## src/rtl/mem_access_pkg.sv

```systemverilog
// Shared op codes, FSM encodings and memory-op decode for the memory-access stage.
// Op codes follow the execute stage's AluOpBus encoding.
package mem_access_pkg;

  localparam int ALUOP_W = 8;

  localparam logic [ALUOP_W-1:0] EXE_NOP_OP = 8'b0000_0000;
  localparam logic [ALUOP_W-1:0] EXE_ADD_OP = 8'b0010_0000;
  localparam logic [ALUOP_W-1:0] EXE_LB_OP  = 8'b1110_0000;
  localparam logic [ALUOP_W-1:0] EXE_LH_OP  = 8'b1110_0001;
  localparam logic [ALUOP_W-1:0] EXE_LW_OP  = 8'b1110_0011;
  localparam logic [ALUOP_W-1:0] EXE_LBU_OP = 8'b1110_0100;
  localparam logic [ALUOP_W-1:0] EXE_LHU_OP = 8'b1110_0101;
  localparam logic [ALUOP_W-1:0] EXE_SB_OP  = 8'b1110_1000;
  localparam logic [ALUOP_W-1:0] EXE_SH_OP  = 8'b1110_1001;
  localparam logic [ALUOP_W-1:0] EXE_SW_OP  = 8'b1110_1011;

  localparam logic [0:0] MEM_IDLE = 1'b0;
  localparam logic [0:0] MEM_BUS  = 1'b1;

  typedef logic [3:0] mem_sel_t;

  typedef enum logic [1:0] {
    SZ_BYTE = 2'd0,
    SZ_HALF = 2'd1,
    SZ_WORD = 2'd2
  } mem_size_t;

  typedef struct packed {
    logic      is_mem;
    logic      is_store;
    logic      sign;
    mem_size_t size;
  } mem_op_t;

  // Operation captured on entry to BUS; the low address bits steer lane handling.
  typedef struct packed {
    logic [ALUOP_W-1:0] aluop;
    logic [1:0]         addr_lo;
    logic [4:0]         wd;
    logic               wreg;
  } mem_lat_t;

  function automatic mem_op_t decode_op(input logic [ALUOP_W-1:0] op);
    mem_op_t d;
    d = '{is_mem: 1'b1, is_store: 1'b0, sign: 1'b0, size: SZ_WORD};
    case (op)
      EXE_LB_OP:  begin d.sign = 1'b1; d.size = SZ_BYTE; end
      EXE_LBU_OP: d.size = SZ_BYTE;
      EXE_LH_OP:  begin d.sign = 1'b1; d.size = SZ_HALF; end
      EXE_LHU_OP: d.size = SZ_HALF;
      EXE_LW_OP:  d.size = SZ_WORD;
      EXE_SB_OP:  begin d.is_store = 1'b1; d.size = SZ_BYTE; end
      EXE_SH_OP:  begin d.is_store = 1'b1; d.size = SZ_HALF; end
      EXE_SW_OP:  d.is_store = 1'b1;
      default:    d.is_mem = 1'b0;
    endcase
    return d;
  endfunction

endpackage

```

## src/rtl/mem_access_lane_fmt.sv

```systemverilog
// Combinational lane formatting: byte-enable and store-data replication for stores,
// lane extraction plus sign/zero extension for loads, and alignment checking.
module mem_lane_fmt
  import mem_access_pkg::*;
(
  input  logic [ALUOP_W-1:0] aluop_i,
  input  logic [1:0]         addr_lo_i,
  input  logic [31:0]        store_data_i,
  input  logic [31:0]        rdata_i,
  output logic               is_mem_o,
  output logic               is_store_o,
  output logic               misalign_o,
  output mem_sel_t           sel_o,
  output logic [31:0]        wdata_o,
  output logic [31:0]        load_data_o
);

  mem_op_t     w_op;
  logic [7:0]  w_byte;
  logic [15:0] w_half;

  assign w_op       = decode_op(aluop_i);
  assign is_mem_o   = w_op.is_mem;
  assign is_store_o = w_op.is_store;

  always_comb begin
    // NOTE: every output gets a default first so no path through the case can infer a latch.
    sel_o      = '0;
    wdata_o    = '0;
    misalign_o = 1'b0;
    if (w_op.is_mem) begin
      case (w_op.size)
        SZ_BYTE: begin
          sel_o   = mem_sel_t'(4'b0001 << addr_lo_i);
          wdata_o = {4{store_data_i[7:0]}};
        end
        SZ_HALF: begin
          sel_o      = addr_lo_i[1] ? 4'b1100 : 4'b0011;
          wdata_o    = {2{store_data_i[15:0]}};
          misalign_o = addr_lo_i[0];
        end
        default: begin
          sel_o      = 4'hF;
          wdata_o    = store_data_i;
          misalign_o = |addr_lo_i;
        end
      endcase
    end
  end

  always_comb begin
    case (addr_lo_i)
      2'd0:    w_byte = rdata_i[7:0];
      2'd1:    w_byte = rdata_i[15:8];
      2'd2:    w_byte = rdata_i[23:16];
      default: w_byte = rdata_i[31:24];
    endcase
    w_half = addr_lo_i[1] ? rdata_i[31:16] : rdata_i[15:0];

    case (w_op.size)
      SZ_BYTE: load_data_o = {{24{w_op.sign & w_byte[7]}}, w_byte};
      SZ_HALF: load_data_o = {{16{w_op.sign & w_half[15]}}, w_half};
      default: load_data_o = rdata_i;
    endcase
  end

endmodule

```

## src/rtl/mem_access.sv

```systemverilog
// Memory-access stage: issues loads/stores on a req/ack data bus with a timeout,
// and registers the write-back result. Non-memory ops pass through in one cycle.
module mem_access
  import mem_access_pkg::*;
#(
  parameter int TIMEOUT_CYCLES = 16,
  parameter int CNT_W          = 5
) (
  input  logic               clk,
  input  logic               rst,
  input  logic               valid_i,
  input  logic [ALUOP_W-1:0] aluop_i,
  input  logic [31:0]        mem_addr_i,
  input  logic [31:0]        reg2_i,
  input  logic [4:0]         wd_i,
  input  logic               wreg_i,
  input  logic [31:0]        wdata_i,
  output logic               stallreq_o,
  output logic               mem_req_o,
  output logic               mem_we_o,
  output logic [31:0]        mem_addr_o,
  output mem_sel_t           mem_sel_o,
  output logic [31:0]        mem_wdata_o,
  input  logic [31:0]        mem_rdata_i,
  input  logic               mem_ack_i,
  output logic               valid_o,
  output logic [4:0]         wd_o,
  output logic               wreg_o,
  output logic [31:0]        wdata_o,
  output logic               misalign_o,
  output logic               bus_err_o
);

  logic [0:0]       r_state;
  logic [CNT_W-1:0] r_cnt;
  mem_lat_t         r_lat;

  logic             r_req;
  logic             r_we;
  logic [31:0]      r_mem_addr;
  mem_sel_t         r_sel;
  logic [31:0]      r_mem_wdata;

  logic             r_valid;
  logic [4:0]       r_wd;
  logic             r_wreg;
  logic [31:0]      r_wdata;
  logic             r_misalign;
  logic             r_bus_err;

  logic               w_in_bus;
  logic               w_timeout;
  logic [ALUOP_W-1:0] w_fmt_op;
  logic [1:0]         w_fmt_lo;
  logic               w_is_mem;
  logic               w_is_store;
  logic               w_misalign;
  mem_sel_t           w_sel;
  logic [31:0]        w_st_wdata;
  logic [31:0]        w_ld_data;

  assign w_in_bus  = (r_state == MEM_BUS);
  assign w_timeout = (r_cnt == CNT_W'(TIMEOUT_CYCLES - 1));

  // One formatter serves both phases: live inputs in IDLE, the latched op while in BUS.
  assign w_fmt_op = w_in_bus ? r_lat.aluop   : aluop_i;
  assign w_fmt_lo = w_in_bus ? r_lat.addr_lo : mem_addr_i[1:0];

  mem_lane_fmt u_lane_fmt (
    .aluop_i      (w_fmt_op),
    .addr_lo_i    (w_fmt_lo),
    .store_data_i (reg2_i),
    .rdata_i      (mem_rdata_i),
    .is_mem_o     (w_is_mem),
    .is_store_o   (w_is_store),
    .misalign_o   (w_misalign),
    .sel_o        (w_sel),
    .wdata_o      (w_st_wdata),
    .load_data_o  (w_ld_data)
  );

  // NOTE: sequential state uses non-blocking assignments so every register samples pre-edge values.
  always_ff @(posedge clk or negedge rst) begin
    if (!rst) begin
      r_state     <= MEM_IDLE;
      r_cnt       <= '0;
      r_lat       <= '0;
      r_req       <= 1'b0;
      r_we        <= 1'b0;
      r_mem_addr  <= '0;
      r_sel       <= '0;
      r_mem_wdata <= '0;
      r_valid     <= 1'b0;
      r_wd        <= '0;
      r_wreg      <= 1'b0;
      r_wdata     <= '0;
      r_misalign  <= 1'b0;
      r_bus_err   <= 1'b0;
    end else begin
      r_valid    <= 1'b0;
      r_misalign <= 1'b0;
      r_bus_err  <= 1'b0;

      case (r_state)
        MEM_IDLE: begin
          if (valid_i) begin
            if (!w_is_mem) begin
              r_valid <= 1'b1;
              r_wd    <= wd_i;
              r_wreg  <= wreg_i;
              r_wdata <= wdata_i;
            end else if (w_misalign) begin
              r_valid    <= 1'b1;
              r_misalign <= 1'b1;
              r_wd       <= wd_i;
              r_wreg     <= 1'b0;
              r_wdata    <= '0;
            end else begin
              r_state     <= MEM_BUS;
              r_cnt       <= '0;
              r_req       <= 1'b1;
              r_we        <= w_is_store;
              r_mem_addr  <= {mem_addr_i[31:2], 2'b00};
              r_sel       <= w_sel;
              r_mem_wdata <= w_st_wdata;
              r_lat       <= '{aluop: aluop_i, addr_lo: mem_addr_i[1:0],
                               wd: wd_i, wreg: wreg_i};
            end
          end
        end

        default: begin
          // An ack in the final timeout cycle still completes the access normally.
          if (mem_ack_i || w_timeout) begin
            r_state <= MEM_IDLE;
            r_cnt   <= '0;
            r_req   <= 1'b0;
            r_we    <= 1'b0;
            r_sel   <= '0;
            r_valid <= 1'b1;
            r_wd    <= r_lat.wd;
            if (mem_ack_i) begin
              r_wreg  <= r_we ? 1'b0 : r_lat.wreg;
              r_wdata <= r_we ? 32'h0 : w_ld_data;
            end else begin
              r_bus_err <= 1'b1;
              r_wreg    <= 1'b0;
              r_wdata   <= '0;
            end
          end else begin
            r_cnt <= r_cnt + 1'b1;
          end
        end
      endcase
    end
  end

  assign stallreq_o  = w_in_bus;
  assign mem_req_o   = r_req;
  assign mem_we_o    = r_we;
  assign mem_addr_o  = r_mem_addr;
  assign mem_sel_o   = r_sel;
  assign mem_wdata_o = r_mem_wdata;

  assign valid_o    = r_valid;
  assign wd_o       = r_wd;
  assign wreg_o     = r_valid & r_wreg;
  assign wdata_o    = r_wdata;
  assign misalign_o = r_misalign;
  assign bus_err_o  = r_bus_err;

endmodule

```

## config.mk

```make
export PLATFORM = sky130hd
export DESIGN_NAME = mem_access
export DESIGN_NICKNAME = d
export VERILOG_FILES = /design/src/rtl/mem_access_pkg.sv /design/src/rtl/mem_access_lane_fmt.sv /design/src/rtl/mem_access.sv
export SDC_FILE = /design/constraint.sdc
export NUM_CORES = 1
export LEC_CHECK = 0
export CAP_MARGIN = 20
export CELL_PAD_IN_SITES_DETAIL_PLACEMENT = 0
export CELL_PAD_IN_SITES_GLOBAL_PLACEMENT = 1
export CORE_MARGIN = 5
export CORE_UTILIZATION = 32
export DETAILED_ROUTE_END_ITERATION = 10
export GPL_ROUTABILITY_DRIVEN = 1
export GPL_TIMING_DRIVEN = 0
export PLACE_DENSITY = 0.77
export SETUP_SLACK_MARGIN = 0.02
export SLEW_MARGIN = 20
export SYNTH_ARGS = -nofsm -noshare
export SYNTH_HDL_FRONTEND = slang
export SYNTH_HIERARCHICAL = 1
export SYNTH_SLANG_ARGS = --single-unit
```

## constraint.sdc

```tcl
create_clock -name clk -period 4.5 [get_ports clk]
set_clock_uncertainty 0.2 [all_clocks]
set_input_delay 1.125 -clock clk [delete_from_list [all_inputs] [get_ports clk]]
set_output_delay 1.125 -clock clk [all_outputs]
set_load 0.01 [all_outputs]
```

==> results of run 1 <==
placed cells by master (no fill, tap or decap), types with 17 or more instances in the layout:
cell type	instances
sky130_fd_sc_hd__clkbuf_16	17
sky130_fd_sc_hd__mux2_2	89
sky130_fd_sc_hd__o22ai_1	23
sky130_fd_sc_hd__buf_2	23
sky130_fd_sc_hd__dfrtp_1	131
sky130_fd_sc_hd__a21o_1	18
sky130_fd_sc_hd__mux2_4	43
sky130_fd_sc_hd__a21oi_1	30
sky130_fd_sc_hd__a22o_1	40
sky130_fd_sc_hd__clkdlybuf4s50_1	254
sky130_fd_sc_hd__nand2_1	40
state kept, by name, indices dropped and copies added (netlist names), 4 cells and up:
signal / flops
r_cnt: 5
r_lat: 16
wdata_o: 32
mem_addr_o: 30
wd_o: 5
mem_wdata_o: 32
mem_sel_o: 4
metal layers:
| layer | GRT usage | wire (um) |
|---|---|---|
| met1 | 0.2406 | 10390 |
| met2 | 0.3008 | 11700 |
| met3 | 0.04588 | 1340 |
| met4 | 0.06296 | 548 |
| met5 | 0 | 0 |
worst register-to-register path, cell delays in order (launching register included):
cell and delay [ns]:
sky130_fd_sc_hd__dfrtp_1 0.47, sky130_fd_sc_hd__buf_4 0.24, sky130_fd_sc_hd__clkbuf_4 0.26, sky130_fd_sc_hd__mux2_2 0.36, sky130_fd_sc_hd__nand4b_1 0.16, sky130_fd_sc_hd__buf_4 0.17, sky130_fd_sc_hd__or3_1 0.33, sky130_fd_sc_hd__buf_2 0.18
sky130_fd_sc_hd__buf_2 0.22, sky130_fd_sc_hd__a22oi_1 0.16, sky130_fd_sc_hd__nor2_1 0.08, sky130_fd_sc_hd__and2b_4 0.30, sky130_fd_sc_hd__and2_1 0.12, sky130_fd_sc_hd__buf_2 0.13, sky130_fd_sc_hd__buf_6 0.17, sky130_fd_sc_hd__buf_6 0.22
sky130_fd_sc_hd__mux2_4 0.32
power by group:
part           switching, mW  total (mW)  leakage [nW]  internal [mW]
sequential            0.0928        1.44          1.69           1.35
clock                  0.562        1.40         0.293          0.839
combinational          0.336       0.937          2.70          0.602
per-stage QoR:
step,std cells,hold WS [ns]
floorplan,586,0.2561
global placement,1121,0.2645
detailed placement,1122,0.2748
CTS,1154,0.2940
global route,1156,0.3065
finish,1156,0.2914
final timing paths:
check                                 from           to  slack, ns  depth (start not counted)
worst max register to register  stallreq_o     r_lat[2]       0.27                         16
worst min-delay path             mem_req_o    mem_req_o       0.29                          1
max in group asynchronous              rst  wdata_o[15]       2.92                          2
worst max-delay path            aluop_i[4]     r_lat[2]       0.18                         15
worst min register to register   mem_req_o    mem_req_o       0.29                          1
min in group asynchronous              rst      wd_o[0]       0.43                          1
kinds of logic (layout without fill, tap and decap cells):
family,count (synthesis),in the layout,share of synthesized area
fa+ha+maj,2,2,0.003529
compound gates,140,140,0.1428
buf+inv,62,351,0.04889
flops,131,131,0.4624
mux,148,148,0.2697
xor+xnor,1,1,0.001236
other cells,1,3,0.0005290
simple gates,100,100,0.07095
final cells by class:
type	count	area [um^2]	share of cell area
sequential	131	3278	0.3081
inverter	11	41.29	0.003881
multi-input combinational	393	3473	0.3264
timing repair buffer	257	2592	0.2437
antenna	1	2.502	0.0002352
clock inverter	14	151.4	0.01423
clock buffer	18	439.2	0.04127
tap	280	350.3	0.03293
buffer	51	311.5	0.02928
timing repair:
action                     4_1_cts  5_1_grt
hold endpoints to repair         0        0
hold buffers                     0        0
gates cloned                     0        0
resized for setup                1        2
buffers inserted                 0        1
setup endpoints to repair        9       82
==> impl_metrics.ini, run 1 <==
[status]
status = complete, no violations

[timing]
worst_slew_pin_slew_ns = 0.8107
clock.fmax_mhz = 231.5
relSlewSlack = 0.4547
rsz_0062_raised_after_global_routing = no
final.setup.tns_ns = 0
timing.final.crit_period_ns = 4.319
report.final.slew_viol_count = 0
hold_violations = 0
number_of_setup_violations_in_the_final_report = 0
final_critical_path_setup_slack_ns = 0.1807
final.period_utilization = 0.9599

[clock_network]
clock_sinks = 131
cts-root-buf = sky130_fd_sc_hd__clkbuf_16
numCtsBuffers = 17
clock_path_buffers = 2
clkTransAtPathRegs_ns = 0.06
htree_num_levels = 4
cts_tree = built
worst_skew_pair.late_latency_ns = 0.41

[worst_setup_path]
cpMaxStageDelayCell = sky130_fd_sc_hd__clkdlybuf4s50_1
critical_path_buf_inv_count = 7
timing.critical_path.from_type = input pin
crit_type = in -> reg
crit_family = buffers and inverters
cp_common_cell = sky130_fd_sc_hd__buf_2
crit_chain = clkdlybuf4s50_1, mux2_2, nand4b_1, buf_4, or3_1, buf_2, buf_2, a22oi_1, nor2_1, and2b_4, and2_1, buf_2, buf_6, buf_6, mux2_4
cp_data_required_time_ns = 4.59
timing.critical_path.fanout_max = 10
end_kind = flop
worst-endpoint-arrival_ns = 4.41
max_stage_delay_ns = 0.43

[placement]
dpl_worst_slack_ns = -0.4581
routabilityCongestion = 0.8323
place_area_um2 = 10030
buffer_ports.inserted = 255
dp.final_hpwl_um = 18140

[global_routing]
via_count_of_the_first_global_routing_pass = 6059
grt_pass1_wl_um = 36570
grt_start_max_net_pins = 81
grt_overflow_total = 0
globalRouteTotalUtil = 0.1848
antenna_found_initial = 1

[synth]
synth_area_leader_cell = sky130_fd_sc_hd__dfrtp_1
post_synth_most_frequent_cells = sky130_fd_sc_hd__dfrtp_1, sky130_fd_sc_hd__mux2_2, sky130_fd_sc_hd__mux2_4
post_synth.cell_area_avg_um2 = 12.12
netlist_area_um2 = 7089
synth.distinct_cells = 47
synth_largest_type_area_fraction = 0.4624
async_reset_ff_frac = 1.000
synth.yosys.seq_area_share = 0.4624
ys.warnings.count = 6
netlist_top_cells_area = sky130_fd_sc_hd__dfrtp_1, sky130_fd_sc_hd__mux2_2, sky130_fd_sc_hd__mux2_4, sky130_fd_sc_hd__a22o_1, sky130_fd_sc_hd__mux4_2
postSynthRegisterBits = 131
yosys.cell_count.top_type = sky130_fd_sc_hd__dfrtp_1
number_of_flops_mapped_to_enable_cells_by_yosys = 0
synth_top_flop_cell = sky130_fd_sc_hd__dfrtp_1
netlist_instances = 585

[final_layout]
filler_cell_count = 2025
area_growth_from_synthesis_to_final_layout_pct = 50.09
utilization = 0.4876
nets = 1010
final_layout_size_suffix_gt1_frac = 0.2480
design_area_um2 = 10640

[die]
die_width_um = 158.8
fp-row-count = 54
core_area_um2 = 21820
ios = 258
die_area_um2 = 25230
initial_standard_cell_utilization_of_the_core = 0.3248
floorplan.die.height_um = 158.8

[drt]
vias_per_cell = 5.029
detail_route.wl_per_cell_um = 20.74
drt_wl_total_um = 23970
num_vias = 5814
ant_nets = 0
detailedRoute.firstPassIterationCount = 5
drc_errors = 0
initial_drt_markers = 350

[worst_hold_path]
hold_class = reg -> reg

[pwr]
ir_drop_mv = 0.1742
power-per-cell-area_nw_per_um2 = 355.4
total_power_mw = 3.781
leakage_nw = 4.676

[flow_run]
max-cap-violations = 0
Power figures use the tool's default switching activity.
==> run 2: changes to the inputs <==
--- a/config.mk
+++ b/config.mk
@@ -13,7 +13,7 @@
 export DETAILED_ROUTE_END_ITERATION = 10
 export GPL_ROUTABILITY_DRIVEN = 1
 export GPL_TIMING_DRIVEN = 0
-export PLACE_DENSITY = 0.77
+export PLACE_DENSITY_LB_ADDON = 0.1
 export SETUP_SLACK_MARGIN = 0.02
 export SLEW_MARGIN = 20
 export SYNTH_ARGS = -nofsm -noshare
==> impl_metrics.ini, run 2 (synthesized netlist as in run 1, its figures left out) <==
[status]
status = complete, no violations

[global_routing]
grt_util_met3 = 0.05262
grt_use_met2 = 0.3018
grt_use_met1 = 0.2462
antenna_found_initial = 2
via_count_of_the_first_global_routing_pass = 6417
top_usage_layer_grt = met2
globalRouteTotalUtil = 0.1879
grt_start_max_net_pins = 69
grt_overflow_total = 0
grt_pass1_wl_um = 37620

[die]
fp-row-count = 54
die_width_um = 158.8
die_area_um2 = 25230
core_area_um2 = 21820
initial_standard_cell_utilization_of_the_core = 0.3248
ios = 258
floorplan.die.height_um = 158.8

[clock_network]
cts_hold_buffers = 0
cts-root-buf = sky130_fd_sc_hd__clkbuf_16
clock_sinks = 131
clkTransAtPathRegs_ns = 0.06
htree_num_levels = 4
numCtsBuffers = 17
clock_path_buffers = 2
cts_tree = built
worst_skew_pair.late_latency_ns = 0.42

[drt]
drt_wl_total_um = 24130
drc_errors = 0
detail_route.wl_per_cell_um = 20.91
vias_per_cell = 5.057
num_vias = 5836
detailedRoute.firstPassIterationCount = 5
ant_nets = 0
initial_drt_markers = 324

[timing]
number_of_setup_violations_in_the_final_report = 0
rsz_0062_raised_after_global_routing = no
hold_violations = 0
clock.fmax_mhz = 231.6
fin_hold_ws_ns = 0.2868
final.period_utilization = 0.9595
report.final.slew_viol_count = 0
timing.final.crit_period_ns = 4.318
relSlewSlack = 0.3971
worst_slew_pin_slew_ns = 0.8963

[worst_setup_path]
worst-endpoint-arrival_ns = 4.42
cp_data_required_time_ns = 4.60
crit_type = in -> reg
timing.critical_path.fanout_max = 10
crit-reg2reg-launch = stallreq_o
end_kind = flop
timing.critical_path.from_type = input pin
timing.critical_path.from = aluop_i[5]

[final_layout]
design_area_um2 = 10630
final_layout_size_suffix_gt1_frac = 0.2463
nets = 1009
utilization = 0.4869
multi_input_combinational_cell_area_um2 = 3473
seq_area_um2 = 3278
commonest_non_fill_non_tap_cell_in_the_layout = sky130_fd_sc_hd__clkdlybuf4s50_1
final_cell_mix = sky130_fd_sc_hd__clkdlybuf4s50_1, sky130_fd_sc_hd__dfrtp_1, sky130_fd_sc_hd__mux2_2
area_growth_from_synthesis_to_final_layout_pct = 49.89
filler_cell_count = 1949
stdcell_count = 1154

[pwr]
ir_drop_mv = 0.2189
seq_power_share = 0.384
power.share.combinational = 0.250
leakage_nw = 4.656
total_switching_power_uw = 988.1
power-per-cell-area_nw_per_um2 = 353.9
intPower_mw = 2.772
clock_power_share = 0.366
switching_share = 0.2628

[worst_hold_path]
hold_class = reg -> reg
min-delay-start = r_cnt[4]

[placement]
buffer_ports.inserted = 255
place_area_um2 = 10030
routabilityCongestion = 0.8117
dp.final_hpwl_um = 18480
dp.cells = 1122

[flow_run]
max-cap-violations = 0
[run 2: changes by cell type in the layout (fill, tap and decap cells not counted), sizes merged]
cell	change
clkbuf	-2
inv	-1
clkinv	-2
clkinvlp	+3
[run 2: cell type report]
type,count,share of cell area
antenna,1,0.0002355
buffer,50,0.02897
clock buffer,17,0.04003
clock inverter,14,0.01460
inverter,11,0.003886
multi-input combinational,393,0.3269
sequential,131,0.3085
tap,280,0.03297
timing repair buffer,257,0.2440
[run 2: worst max-delay path, cell delays in order]
cell                              delay (ns)
sky130_fd_sc_hd__clkdlybuf4s50_1        0.43
sky130_fd_sc_hd__mux2_2                 0.28
sky130_fd_sc_hd__nand4b_1               0.17
sky130_fd_sc_hd__or2_1                  0.13
sky130_fd_sc_hd__clkbuf_1               0.19
sky130_fd_sc_hd__clkbuf_2               0.31
sky130_fd_sc_hd__a22oi_1                0.14
sky130_fd_sc_hd__nor2_1                 0.21
sky130_fd_sc_hd__and2b_4                0.23
sky130_fd_sc_hd__o21ai_1                0.33
sky130_fd_sc_hd__buf_4                  0.27
sky130_fd_sc_hd__buf_4                  0.23
sky130_fd_sc_hd__mux2_2                 0.36
[run 2: repair_timing]
action | CTS | global route
resized for setup | 1 | 2
setup endpoints to repair | 9 | 82
setup buffers | 0 | 1
[run 2: per-layer routing]
layer  vias to the layer above  wire (um)
met2                       210      11480
met1                      2894      10740
met5                         -          7
met4                         2        460
li1                       2700          -
met3                        30       1446
[run 2: metrics by stage]
| step | setup WS [ns] | power (mW) | setup TNS [ns] |
|---|---|---|---|
| 2_1_floorplan | 0.6273 | 1.876 | 0 |
| 3_3_place_gp | -3.211 | 2.387 | -456.85 |
| 3_5_place_dp | -0.5665 | 2.410 | -42.16 |
| 4_1_cts | 0.08421 | 3.820 | 0 |
| 5_1_grt | 0.03993 | 3.931 | 0 |
| 6_report | 0.1824 | 3.760 | 0 |
[run 2: worst paths after layout]
path	endpoint	cells past startpoint	slack (ns)
hold reg to reg	r_cnt[4]	1	0.29
setup / recovery	wdata_o[24]	13	0.18
hold / removal	r_cnt[4]	1	0.29
setup reg to reg	wdata_o[24]	14	0.26
min in group asynchronous	mem_addr_o[3]	1	0.42
max in group asynchronous	wdata_o[25]	2	2.95
[run 2: power by group through the flow]
stage / Clock, mW / Combinational (mW) / Sequential, mW
3_5_place_dp: 0 / 0.945 / 1.46
4_1_cts: 1.42 / 0.952 / 1.45
2_1_floorplan: 0 / 0.364 / 1.51
3_3_place_gp: 0 / 0.930 / 1.46
5_1_grt: 1.46 / 1.00 / 1.47
6_report: 1.38 / 0.938 / 1.44
